### config.mk
export PLATFORM = sky130hd
export DESIGN_NAME = tick_stretcher
export DESIGN_NICKNAME = d
export VERILOG_FILES = /design/src/rtl/tick_stretcher.sv
export SDC_FILE = /design/constraint.sdc
export NUM_CORES = 1
export LEC_CHECK = 0
export CAP_MARGIN = 20
export CORE_MARGIN = 4
export CORE_UTILIZATION = 40
export CTS_BUF_LIST = sky130_fd_sc_hd__clkbuf_8
export CTS_CLUSTER_DIAMETER = 200
export DETAILED_ROUTE_END_ITERATION = 10
export HOLD_SLACK_MARGIN = 0.05
export PLACE_DENSITY = 0.62
export SKIP_CTS_REPAIR_TIMING = 1
export SYNTH_ARGS = -nofsm -noshare
export SYNTH_HDL_FRONTEND = slang
export SYNTH_SLANG_ARGS = --single-unit
### constraint.sdc
create_clock -name clk -period 2.5 [get_ports clk]
set_clock_uncertainty 0.15 [all_clocks]
set_input_delay 0.5 -clock clk [delete_from_list [all_inputs] [get_ports clk]]
set_output_delay 0.5 -clock clk [all_outputs]
set_load 0.005 [all_outputs]
### src/rtl/tick_stretcher.sv
// tick_stretcher: stretches single-cycle ticks into registered levels
// of programmable length, with optional retrigger and a trailing low gap.
module tick_stretcher #(
    parameter int CNT_W      = 4,
    parameter int GAP_CYCLES = 1,
    parameter int DROP_W     = 8
) (
    input  logic              clk,
    input  logic              rst,
    input  logic              tick,
    input  logic [CNT_W-1:0]  len,
    input  logic              retrig,
    output logic              level,
    output logic              done,
    output logic              busy,
    output logic [DROP_W-1:0] drop_cnt
);

    typedef enum logic [1:0] {
        IDLE = 2'd0,
        HOLD = 2'd1,
        GAP  = 2'd2
    } state_t;

    // Reload value for the gap counter; unused when there is no gap.
    localparam int GAP_LOAD = (GAP_CYCLES > 0) ? GAP_CYCLES - 1 : 0;
    localparam logic [CNT_W-1:0] GAP_LD = CNT_W'(GAP_LOAD);
    localparam logic [CNT_W-1:0] ONE    = CNT_W'(1);
    localparam logic [DROP_W-1:0] D_ONE = DROP_W'(1);

    state_t            state, state_n;
    logic [CNT_W-1:0]  cnt, cnt_n;
    logic              level_n;
    logic              done_n;
    logic              busy_n;
    logic [DROP_W-1:0] drop_n;
    logic [CNT_W-1:0]  len_eff;
    logic              drop_sat;

    // A zero length still gives a one-cycle level.
    always_comb begin
        len_eff = (len == '0) ? ONE : len;
    end

    always_comb begin
        drop_sat = (drop_cnt == '1);
    end

    // Next state, counter and registered outputs.
    always_comb begin
        state_n = state;
        cnt_n   = cnt;
        level_n = 1'b0;
        done_n  = 1'b0;
        busy_n  = 1'b0;
        drop_n  = drop_cnt;
        unique case (state)
            IDLE: begin
                if (tick) begin
                    state_n = HOLD;
                    cnt_n   = len_eff - ONE;
                    level_n = 1'b1;
                    busy_n  = 1'b1;
                end
            end
            HOLD: begin
                if (tick && !retrig && !drop_sat) begin
                    drop_n = drop_cnt + D_ONE;
                end
                if (tick && retrig) begin
                    cnt_n   = len_eff - ONE;
                    level_n = 1'b1;
                    busy_n  = 1'b1;
                end else if (cnt != '0) begin
                    cnt_n   = cnt - ONE;
                    level_n = 1'b1;
                    busy_n  = 1'b1;
                end else begin
                    done_n = 1'b1;
                    if (GAP_CYCLES > 0) begin
                        state_n = GAP;
                        cnt_n   = GAP_LD;
                        busy_n  = 1'b1;
                    end else begin
                        state_n = IDLE;
                        cnt_n   = '0;
                    end
                end
            end
            GAP: begin
                if (tick && !drop_sat) begin
                    drop_n = drop_cnt + D_ONE;
                end
                if (cnt == '0) begin
                    state_n = IDLE;
                end else begin
                    cnt_n  = cnt - ONE;
                    busy_n = 1'b1;
                end
            end
            default: begin
                state_n = IDLE;
                cnt_n   = '0;
            end
        endcase
    end

    // State and output registers with synchronous active-low reset.
    always_ff @(posedge clk) begin
        if (!rst) begin
            state    <= IDLE;
            cnt      <= '0;
            level    <= 1'b0;
            done     <= 1'b0;
            busy     <= 1'b0;
            drop_cnt <= '0;
        end else begin
            state    <= state_n;
            cnt      <= cnt_n;
            level    <= level_n;
            done     <= done_n;
            busy     <= busy_n;
            drop_cnt <= drop_n;
        end
    end

endmodule
# Word-level counts from Yosys, hierarchy flattened
# Cells that the tools add are included.
[totals]
reg_bits = 17
input_bits = 8
output_inout_bits = 11
wordCells = 57
[op_classes]
addsub = 3
eq_ne = 10
mux = 21
n_bitwise = 2
n_reduce_logical = 15
[ops]
columns = ["cell", "count"]
rows = [
  ["$mux W4", 5],
  ["$mux W8", 2],
  ["$pmux W8 S2", 1],
  ["$ne A2 B2 Y1 const B", 7],
  ["$pmux W4 S3", 1],
  ["$add A8 B1 Y8 const B", 1],
  ["$eq A8 B8 Y1 const B", 1],
  ["$logic_not A4 Y1", 2],
  ["$mux W2", 4],
  ["$sub A4 B1 Y4 const B", 2],
  ["$pmux W2 S3", 1],
  ["$mux W1", 5],
  ["$logic_and A1 B1 Y1", 4],
  ["$reduce_and A4 Y1", 1],
  ["$reduce_bool A4 Y1", 1],
  ["$pmux W1 S3", 1],
  ["$reduce_and A3 Y1", 1],
  ["$reduce_or A3 Y1", 1],
  ["$eq A2 B1 Y1 const B", 1],
  ["$eq A2 B2 Y1 const B", 1],
  ["$logic_not A1 Y1", 2],
  ["$logic_not A2 Y1", 1],
  ["$not A1 Y1", 2],
  ["$pmux W1 S2", 1],
  ["other kinds (2)", 2],
]

# Logic depth before layout (Yosys ltp)
[depth]
depth_word = 5
depth_mapped = 6
depth_no_buf = 6

# Least setup slack after synthesis
# OpenSTA, ideal clock, no wires.
[synth_path]
kind = "reg2reg"
start = "reg cnt[0]"
end = "reg cnt[0]"
setup_time_ns = 0.123
t_arrival_ns = 1.554
t_required_ns = 2.227
path_slack_ns = 0.673
path_stages_with_launch = 7
n_path_buf = 0
synth_period_minus_slack_ns = 1.827
path_cell_list = "dfxtp_1 inv_1 ha_1 or3b_1 a31o_2 a221oi_1 nor2_1"
[synth_between]
elab_chain_len = 4
elab_cells_between_ends = 9
cone_classes = "1 x add/sub; 1 x eq/ne; 4 x mux; 3 x reduce/logical"
[synth_rtl]
columns = ["element", "line_no", "source"]
rows = [
  ["start: declaration", "32", "logic [CNT_W-1:0] cnt, cnt_n;"],
  ["start signal: assignment", "119", "cnt <= cnt_n;"],
  ["$sub A4 B1 Y4 / $reduce_bool A4 Y1 (equally long branches)", "75, 97, 74", ""],
  ["$mux W4", "74", "end else if (cnt != '0) begin"],
  ["$mux W4", "70", "if (tick && retrig) begin"],
  ["$pmux W4 S3", "57", "unique case (state)"],
]
# Parallel ways exist; a longest one is shown, timed or not. The select of a mux whose other input is x is not followed.
# A chain may end at the register's enable or synchronous reset.

# Final worst setup path
[layout_path]
start = "reg cnt[0]"
end = "reg cnt[2]"
# Same word-level chain as after synthesis.

==> metrics.txt <==
CTS H-Tree Depth 1; top post-synthesis cells by area dfxtp_1 36%, a21oi_1 4.7%, ha_1 3.9%, nor3_1 3.7%, o21ai_0 3.1%; P_sw around 0.00018 W; #FFs+latches synth 17; Post-synth top cells 17 x dfxtp_1, 9 x a21oi_1, 8 x nor2_1; Initial Util 0.4280; layout cells sized above 1 0.07813; crit path DAT approximately 2000 ps; HP Class reg2reg; Clk Latency, worst-skew pair roughly 250 ps; CTS tree yes; # port buffers 18; number of flops mapped to enable cells by yosys 0; Ant. Diodes 0; # setup viols final 0; Post-Route WL roughly 2200 um; Post-Syn Area per Cell between 8 and 9 um2; worst-path maximum fanout 4; area grow syn2layout 24.48%; final worst slack about 500 ps; Distinct cells, synth between 40 and 50; IO Count 19; fmax between 400 and 500 MHz; crit share post-route 0.8041; die width approximately 57 um; Die Ht 56.89 um; Nets 140; pre-CTS setup slack about 280 ps; slew margin rel. 0.6972; Cell Chain, Critical Path inv_1 -> ha_1 -> or3b_1 -> a31o_2 -> a222oi_1 -> nor3_1; deepest clock path buffer count 2; vias in the first global route 824; row cnt 17; FF-to-FF setup slack roughly 490 ps; synth warn 0; Tmin final between 2000 and 2500 ps; Syn Nets 120; Total GRT Usage 0.1446; register area share after synthesis 0.3560; worst path required time ~2500 ps; dominant synthesized flop cell dfxtp_1; routed len/inst about 14 um; Starting DRT DRC Count 14; Routed Antenna Nets 0; async set or reset register ratio after synthesis 0; grt total ovfl 0; # clock sinks 17; hold path cells 2; Finished Core Util 0.5328; Slew Limit Fails 0; routed vias 907; Crit Reg-Reg Startpoint cnt[0]$_SDFFE_PN0P_; RD Place Congestion 0.8309; Yosys top cell by area dfxtp_1; initial antenna violation count 0; First-pass DRT Iterations 5; final hold vios 0; fillers roughly 220; Slew @ Worst Pin ~450 ps; Clock transition at path regs approximately 70 ps; cell leakage power between 0.4 and 0.5 nW; Cell Pwr Density 544.5 mW/mm2; Comb pwr share 0.212; Crit Path Category reg2reg; sw frac 0.2812; VDD IR max around 0.43 mV; CP max stage cell or3b_1; Worst R2R End cnt[2]$_SDFFE_PN0P_; outcome complete, no violations; multi-input logic area 574.3 um2; Seq pwr share 0.477; Placeable Area between 0.002 and 0.0025 mm2; DRC viols 0; crit start category register; die area 0.003236 mm2; hold wc startpoint drop_cnt[5]$_SDFFE_PN0P_; nature of the critical path endpoint register; Root Buffer clkbuf_8; worst reg-to-reg path cell count 6; critical path's largest stage delay 420 ps; clock group share of total power 0.311; Worst Hold Path EP drop_cnt[5]$_SDFFE_PN0P_; largest net degree at the start of global routing 14; max cap viols 0; Syn Inst Count approximately 110; Int Pwr 0.0004657 W; most frequent cell after synthesis dfxtp_1; Yosys top cell area share 0.3560; TNS Setup 0 ps; RSZ-0062 raised after global routing no; first-pass GRT wire length roughly 3700 um; detailed placement HPWL about 1600 um; synthesized cell area 955.9 um2; FF/Latch Area 340.3 um2; post-DR vias/cell ~5.8; Inserted Clock Buffers 3
==> how the worst max path moves through the flow <==
stage,to,slack (ps),start
finish,cnt[2]$_SDFFE_PN0P_,490,cnt[0]$_SDFFE_PN0P_
detailed placement,cnt[2]$_SDFFE_PN0P_,280,tick
global placement,drop_cnt[5]$_SDFFE_PN0P_,280,retrig
floorplan,cnt[0]$_SDFFE_PN0P_,670,cnt[0]$_SDFFE_PN0P_
global route,cnt[3]$_SDFFE_PN0P_,360,cnt[0]$_SDFFE_PN0P_
CTS,cnt[2]$_SDFFE_PN0P_,490,cnt[0]$_SDFFE_PN0P_
==> critical path: cells and delay by family (launching register included) <==
family | cells | cell delay, ps
AOI/OAI and AO/OA | 2 | 600
adders and majority gates | 1 | 200
buffers and inverters | 1 | 130
and+or+nand+nor | 2 | 500
DFF | 1 | 320
==> state kept, by name, indices dropped and copies added (netlist names) <==
name and cells:
busy 1, cnt 4, done 1, drop_cnt 8, level 1, state 2
==> final cells by class <==
type / count / area share
clock buffer: 3 / 0.03470
clock inverter: 1 / 0.003155
inverter: 4 / 0.01262
multi-input combinational: 85 / 0.4827
sequential: 17 / 0.2860
tap: 28 / 0.02944
timing repair buffer: 18 / 0.1514
==> per-stage QoR <==
| step | instances | instance area, um2 | hold slack (ps) | total power (W) |
|---|---|---|---|---|
| 2_1_floorplan | 109 | 955.9 | 333.5 | 0.0004091 |
| 3_3_place_gp | 152 | 1145 | 341.5 | 0.0004502 |
| 3_5_place_dp | 152 | 1145 | 348.7 | 0.0004528 |
| 4_1_cts | 156 | 1190 | 358.7 | 0.0006582 |
| 5_1_grt | 156 | 1190 | 399.9 | 0.0006899 |
| 6_report | 156 | 1190 | 359.3 | 0.0006479 |
==> metal layers <==
layer / track usage / wire length (um) / vias up
li1: - / - / 464
met1: 0.2017 / 1073 / 420
met2: 0.2039 / 945 / 21
met3: 0.05517 / 142 / 2
met4: 0.04305 / 12 / 0
met5: 0 / 0 / -
==> power by group through the flow <==
stage               Clock, W  Sequential [W]  Combinational, W
floorplan                  0        0.000304          0.000105
global placement           0        0.000315          0.000136
detailed placement         0        0.000315          0.000138
CTS                 0.000210        0.000309          0.000139
global route        0.000222        0.000312          0.000156
finish              0.000201        0.000309          0.000137
==> cells by family (layout without fill, tap and decap cells) <==
logic type	count (synthesis)	count (layout)	share of synthesized area
and+or+nand+nor	44	44	0.2788
AOI/OAI and AO/OA	36	36	0.2644
DFF	17	17	0.3560
buffers and inverters	7	26	0.04318
adders and majority gates	3	3	0.03927
xor gates and xnor gates	2	2	0.01833
==> cells in the final DEF (no fill, tap or decap), types with 2 or more instances in the layout <==
cell / count
inv_1: 5
ha_1: 3
o21ai_0: 6
nand3_1: 3
nand4_1: 2
nor3_1: 7
nor2_1: 8
o21bai_1: 2
or4_1: 3
o41ai_1: 3
clkdlybuf4s50_1: 18
a222oi_1: 2
nor2b_1: 2
nand2_1: 7
clkbuf_8: 3
a21oi_1: 9
a221oi_1: 2
xor2_1: 2
dfxtp_1: 17
a211oi_1: 3
Note: power is estimated with default switching activity, not from simulation.
==> edit 1: new RTL, same flow settings <==
`DROP_W`: 8 -> 6.
--- a/src/rtl/tick_stretcher.sv
+++ b/src/rtl/tick_stretcher.sv
@@ -5,3 +5,3 @@
     parameter int GAP_CYCLES = 1,
-    parameter int DROP_W     = 8
+    parameter int DROP_W     = 6
 ) (
Interface: changed (resized drop_cnt); port bits go from 19 to 17. No check against the original RTL was run, so the function may have changed too.
==> edit 1 against the unedited design <==
Wire length fell by 3.3%; setup slack lost 0.13 ns; design area is 5.4% lower; register-to-register slack gained 0.02 ns; first-iteration DRC count increased by 120%; sequential cell count down 2; area after synthesis decreased by 5.4%; total power is 0.11% lower; critical path type is now in2reg; highest routed layer unchanged.
==> edit 1: results <==
metrics = {
    "route": {
        "via_per_inst": 5.60,
        "wirelength_um": 2100,
        "drtIter0Drc": 31,
        "first_pass_iters": 4,
    },
    "placed_design": {
        "hpwl_um": 1590,
        "io_buffers": 16,
        "place_congestion": 0.813,
    },
    "synth": {
        "synth_compound_area_share_pct": 21.4,
        "netlist-cell-type-count": 35,
        "synth_mux_area_share_pct": 2.21,
        "synth_area_leaders": "dfxtp_1 33%, a21oi_1 5.5%, ha_1 5.5%",
        "synth_common_cells": "15 x dfxtp_1, 10 x a21oi_1, 8 x nor2_1",
        "seq_area_frac_synth_pct": 33.2,
        "synth_fa_ha_area_share_pct": 5.53,
        "synth_fp_nets": 121,
        "avgSynthCellArea_um2": 8.30,
        "synth-xor-area-share_pct": 1.94,
    },
    "critical_path": {
        "crit_path_max_incr_delay_ns": 0.44,
        "crit_fanout": 3,
        "slowest_stage": "clkdlybuf4s50_1",
        "r2r_setup_slack_ns": 0.51,
        "cp_top_family": "buffers and inverters",
        "reg2reg_to": "drop_cnt[1]",
        "r2r-start": "drop_cnt[0]",
    },
    "global_routing": {
        "globalRouteOverflowTotal": 0,
        "grt_pass1_wl_um": 3620,
        "grt_pass1_vias": 858,
        "track_usage_pct": 14.4,
        "grt_max_degree": 13,
    },
    "pwr": {
        "leakage_nw": 0.391,
        "ir_worst_vdd_uv": 314,
    },
    "cells_and_area": {
        "drive_above_1_share_pct": 7.09,
        "fin_cells": 154,
        "fillers": 210,
        "antenna_cells": 0,
        "reg_top3": "drop_cnt (6), cnt (4), state (2)",
    },
    "cts": {
        "numCtsBuffers": 3,
        "clk_latency_ns": 0.25,
    },
    "outcome": {
        "status": "complete, no violations",
    },
    "timing": {
        "worstMarginPinSlew_ns": 0.657,
    },
    "worst_hold_path": {
        "min_path_type": "reg2reg",
    },
}
==> edit 1: through the flow <==
stage	utilization [%]	setup WS [ns]	total power, mW	hold slack (ns)	instance area, um^2
6_report	54.6	0.362	0.647	0.348	1130
3_5_place_dp	52.4	0.0967	0.458	0.344	1080
4_1_cts	54.6	0.335	0.653	0.352	1130
2_1_floorplan	-	0.664	0.409	0.321	905
5_1_grt	54.6	0.211	0.686	0.386	1130
3_3_place_gp	52.4	0.209	0.455	0.323	1080
==> edit 1: worst max-delay path by stage <==
stage              to  cells after the start   start  slack, ns
2_1_floorplan  cnt[2]                      7  len[1]       0.66
3_3_place_gp   cnt[2]                      8  len[1]       0.21
3_5_place_dp   cnt[2]                      8  len[1]        0.1
4_1_cts        cnt[2]                      8  len[1]       0.33
5_1_grt        cnt[2]                      8  len[1]       0.21
6_report       cnt[2]                      8  len[1]       0.36
==> edit 1: power breakdown <==
group          internal (mW)  switching [mW]
Combinational         0.0800          0.0926
Sequential             0.259          0.0244
Clock                  0.109          0.0826
Total                  0.448           0.200
==> edit 1: cells by family after synthesis <==
family | after synthesis
buffers and inverters | 13
DFF | 15
muxes | 2
xor gates and xnor gates | 2
AOI/OAI and AO/OA | 31
adders and majority gates | 4
and+or+nand+nor | 42
==> edit 1: metal layers <==
layer	global-route usage (%)	up-vias	routed length (um)
met3	3.50	7	96
met5	0	-	0
met2	22.3	25	974
met1	17.9	393	992
met4	8.33	0	38
li1	-	438	-
==> edit 1: final cells by class <==
| cell class | count | share of cell area, % |
|---|---|---|
| multi-input cells | 81 | 47.4 |
| clock buffers | 3 | 3.67 |
| inverters | 8 | 2.67 |
| flip-flops and latches | 15 | 26.7 |
| well taps | 27 | 3.00 |
| repair buffers | 19 | 16.2 |
| clock inverters | 1 | 0.333 |
==> edit 2: new RTL, config.mk and constraints unchanged <==
Made on the original files. The 3 states of `state_t` get a one-hot encoding in 3 bits.
--- a/src/rtl/tick_stretcher.sv
+++ b/src/rtl/tick_stretcher.sv
@@ -18,6 +18,6 @@
 
-    typedef enum logic [1:0] {
-        IDLE = 2'd0,
-        HOLD = 2'd1,
-        GAP  = 2'd2
+    typedef enum logic [2:0] {
+        IDLE = 3'b001,
+        HOLD = 3'b010,
+        GAP  = 3'b100
     } state_t;
Behaviour: same outputs for any inputs over 10 cycles, from zero or initial values and one cycle with rst low; not proved beyond that.
==> edit 2 against the unedited design <==
Setup slack lost 0.015 ns; area after synthesis rose by 8.6%; utilization down 0.95 points; total power fell by 0.81%; design area up 8.9%; sequential cell count rose by 1; wire length increased by 9.3%; global-route usage grew 0.63 points; non-clock buffer count increased by 1.
==> edit 2: results <==
metrics = {
    "cts": {
        "clk_pin_slew_ns": 0.07,
        "numCtsBuffers": 3,
        "cts_buffer_depth": 2,
        "clk_latency_ns": 0.25,
        "root_buffer": "clkbuf_8",
    },
    "synth": {
        "seq_area_frac_synth_pct": 34.7,
        "netlist-cell-type-count": 42,
        "synthArstFlopShare_pct": 0,
        "synth_area_leaders": "dfxtp_1 35%, a21oi_1 3.9%, a211oi_1 3.6%",
        "synth_fp_nets": 131,
        "synth_common_cells": "18 x dfxtp_1, 8 x a21oi_1, 7 x nand2_1",
        "synth.yosys.warnings": 0,
    },
    "cells_and_area": {
        "antenna_cells": 0,
        "nNetsFinal": 153,
        "drive_above_1_share_pct": 7.80,
        "largest_reg_flops": 8,
        "reg_top3": "drop_cnt (8), cnt (4), state (3)",
    },
    "route": {
        "first_pass_iters": 4,
        "wl_per_cell_um": 13.9,
        "via_per_inst": 5.65,
        "drtIter0Drc": 26,
    },
    "pwr": {
        "ir_worst_vdd_uv": 421,
        "leakage_nw": 0.453,
    },
    "critical_path": {
        "r2r-start": "cnt[0]",
        "cp.arrival_ns": 2.03,
        "startpoint": "retrig",
        "crit_path_max_incr_delay_ns": 0.52,
        "slowest_stage": "or4_1",
        "crit_fanout": 7,
        "cp_top_family": "simple AND/OR/NAND/NOR gates",
    },
    "global_routing": {
        "grt_pass1_vias": 968,
        "busiest_layer": "met2",
        "grt_max_degree": 12,
        "antenna_found_initial": 0,
        "globalRouteMet2Util_pct": 28.7,
        "use_met3_pct": 3.95,
        "grt_pass1_wl_um": 4100,
        "use_met1_pct": 16.6,
        "track_usage_pct": 15.1,
    },
    "worst_hold_path": {
        "min_path_type": "reg2reg",
        "hp-start": "drop_cnt[7]",
    },
    "outcome": {
        "status": "complete, no violations",
    },
    "timing": {
        "slew_headroom_pct": 55.9,
    },
    "placed_design": {
        "place_congestion": 0.827,
        "hpwl_um": 1830,
        "pre_cts_ws_ns": 0.210,
        "io_buffers": 18,
    },
}
## edit 2: cell types whose count changed after synthesis, sizes merged, moves of 2 or more
cell	delta
inv	+2
nor2b	-3
nand2b	+5
nand3	+2
or3b	-2
o31ai	+4
o41ai	-2
and3	+2
nor2	-2
and2b	+2
a211oi	+2
nor3b	+2
a222oi	-2
a221oi	-2
## edit 2: power by group
group	switching, mW	internal, mW
registers	0.00981	0.295
logic	0.0500	0.0450
clock network	0.103	0.140
total	0.163	0.480
## edit 2: worst reg2reg max path: stages (launching register included)
cell	delay, ns
dfxtp_1	0.31
inv_1	0.11
ha_1	0.15
nor3b_1	0.55
a31o_2	0.29
a22oi_1	0.09
a211oi_1	0.24
## edit 2: final timing paths
| check | to | slack [ns] | depth (start not counted) |
|---|---|---|---|
| min | drop_cnt[7] | 0.36 | 2 |
| min reg2reg | drop_cnt[7] | 0.36 | 2 |
| max | drop_cnt[5] | 0.47 | 5 |
| max reg2reg | cnt[1] | 0.51 | 6 |
## edit 2: final cells by class
type	count	area [um^2]
fill	251	1180
multi-input combinational	93	629
sequential	18	360
timing repair buffer	19	188
clock buffer	4	55.1
tap	30	37.5
inverter	7	26.3
## edit 2: metrics by stage
stage / cells / hold WS, ns / util (%) / cell area, um^2
after global placement: 167 / 0.344 / 50.1 / 1240
after detailed placement: 167 / 0.355 / 50.1 / 1240
after floorplan: 120 / 0.331 / - / 1040
after CTS: 171 / 0.367 / 52.3 / 1300
after global routing: 171 / 0.394 / 52.3 / 1300
final: 171 / 0.365 / 52.3 / 1300
## edit 2: per-layer routing
layer / routed length, um / share of wire (%)
met5: 0 / 0
met4: 12 / 0.51
met1: 1020 / 43
met3: 113 / 4.8
met2: 1230 / 52
## edit 2: kinds of logic after synthesis
logic type / share of synthesized area, %
mux: 0.964
buf+inv: 4.70
simple gates: 29.9
flops: 34.7
xor+xnor: 2.53
compound gates: 23.6
fa+ha+maj: 3.61
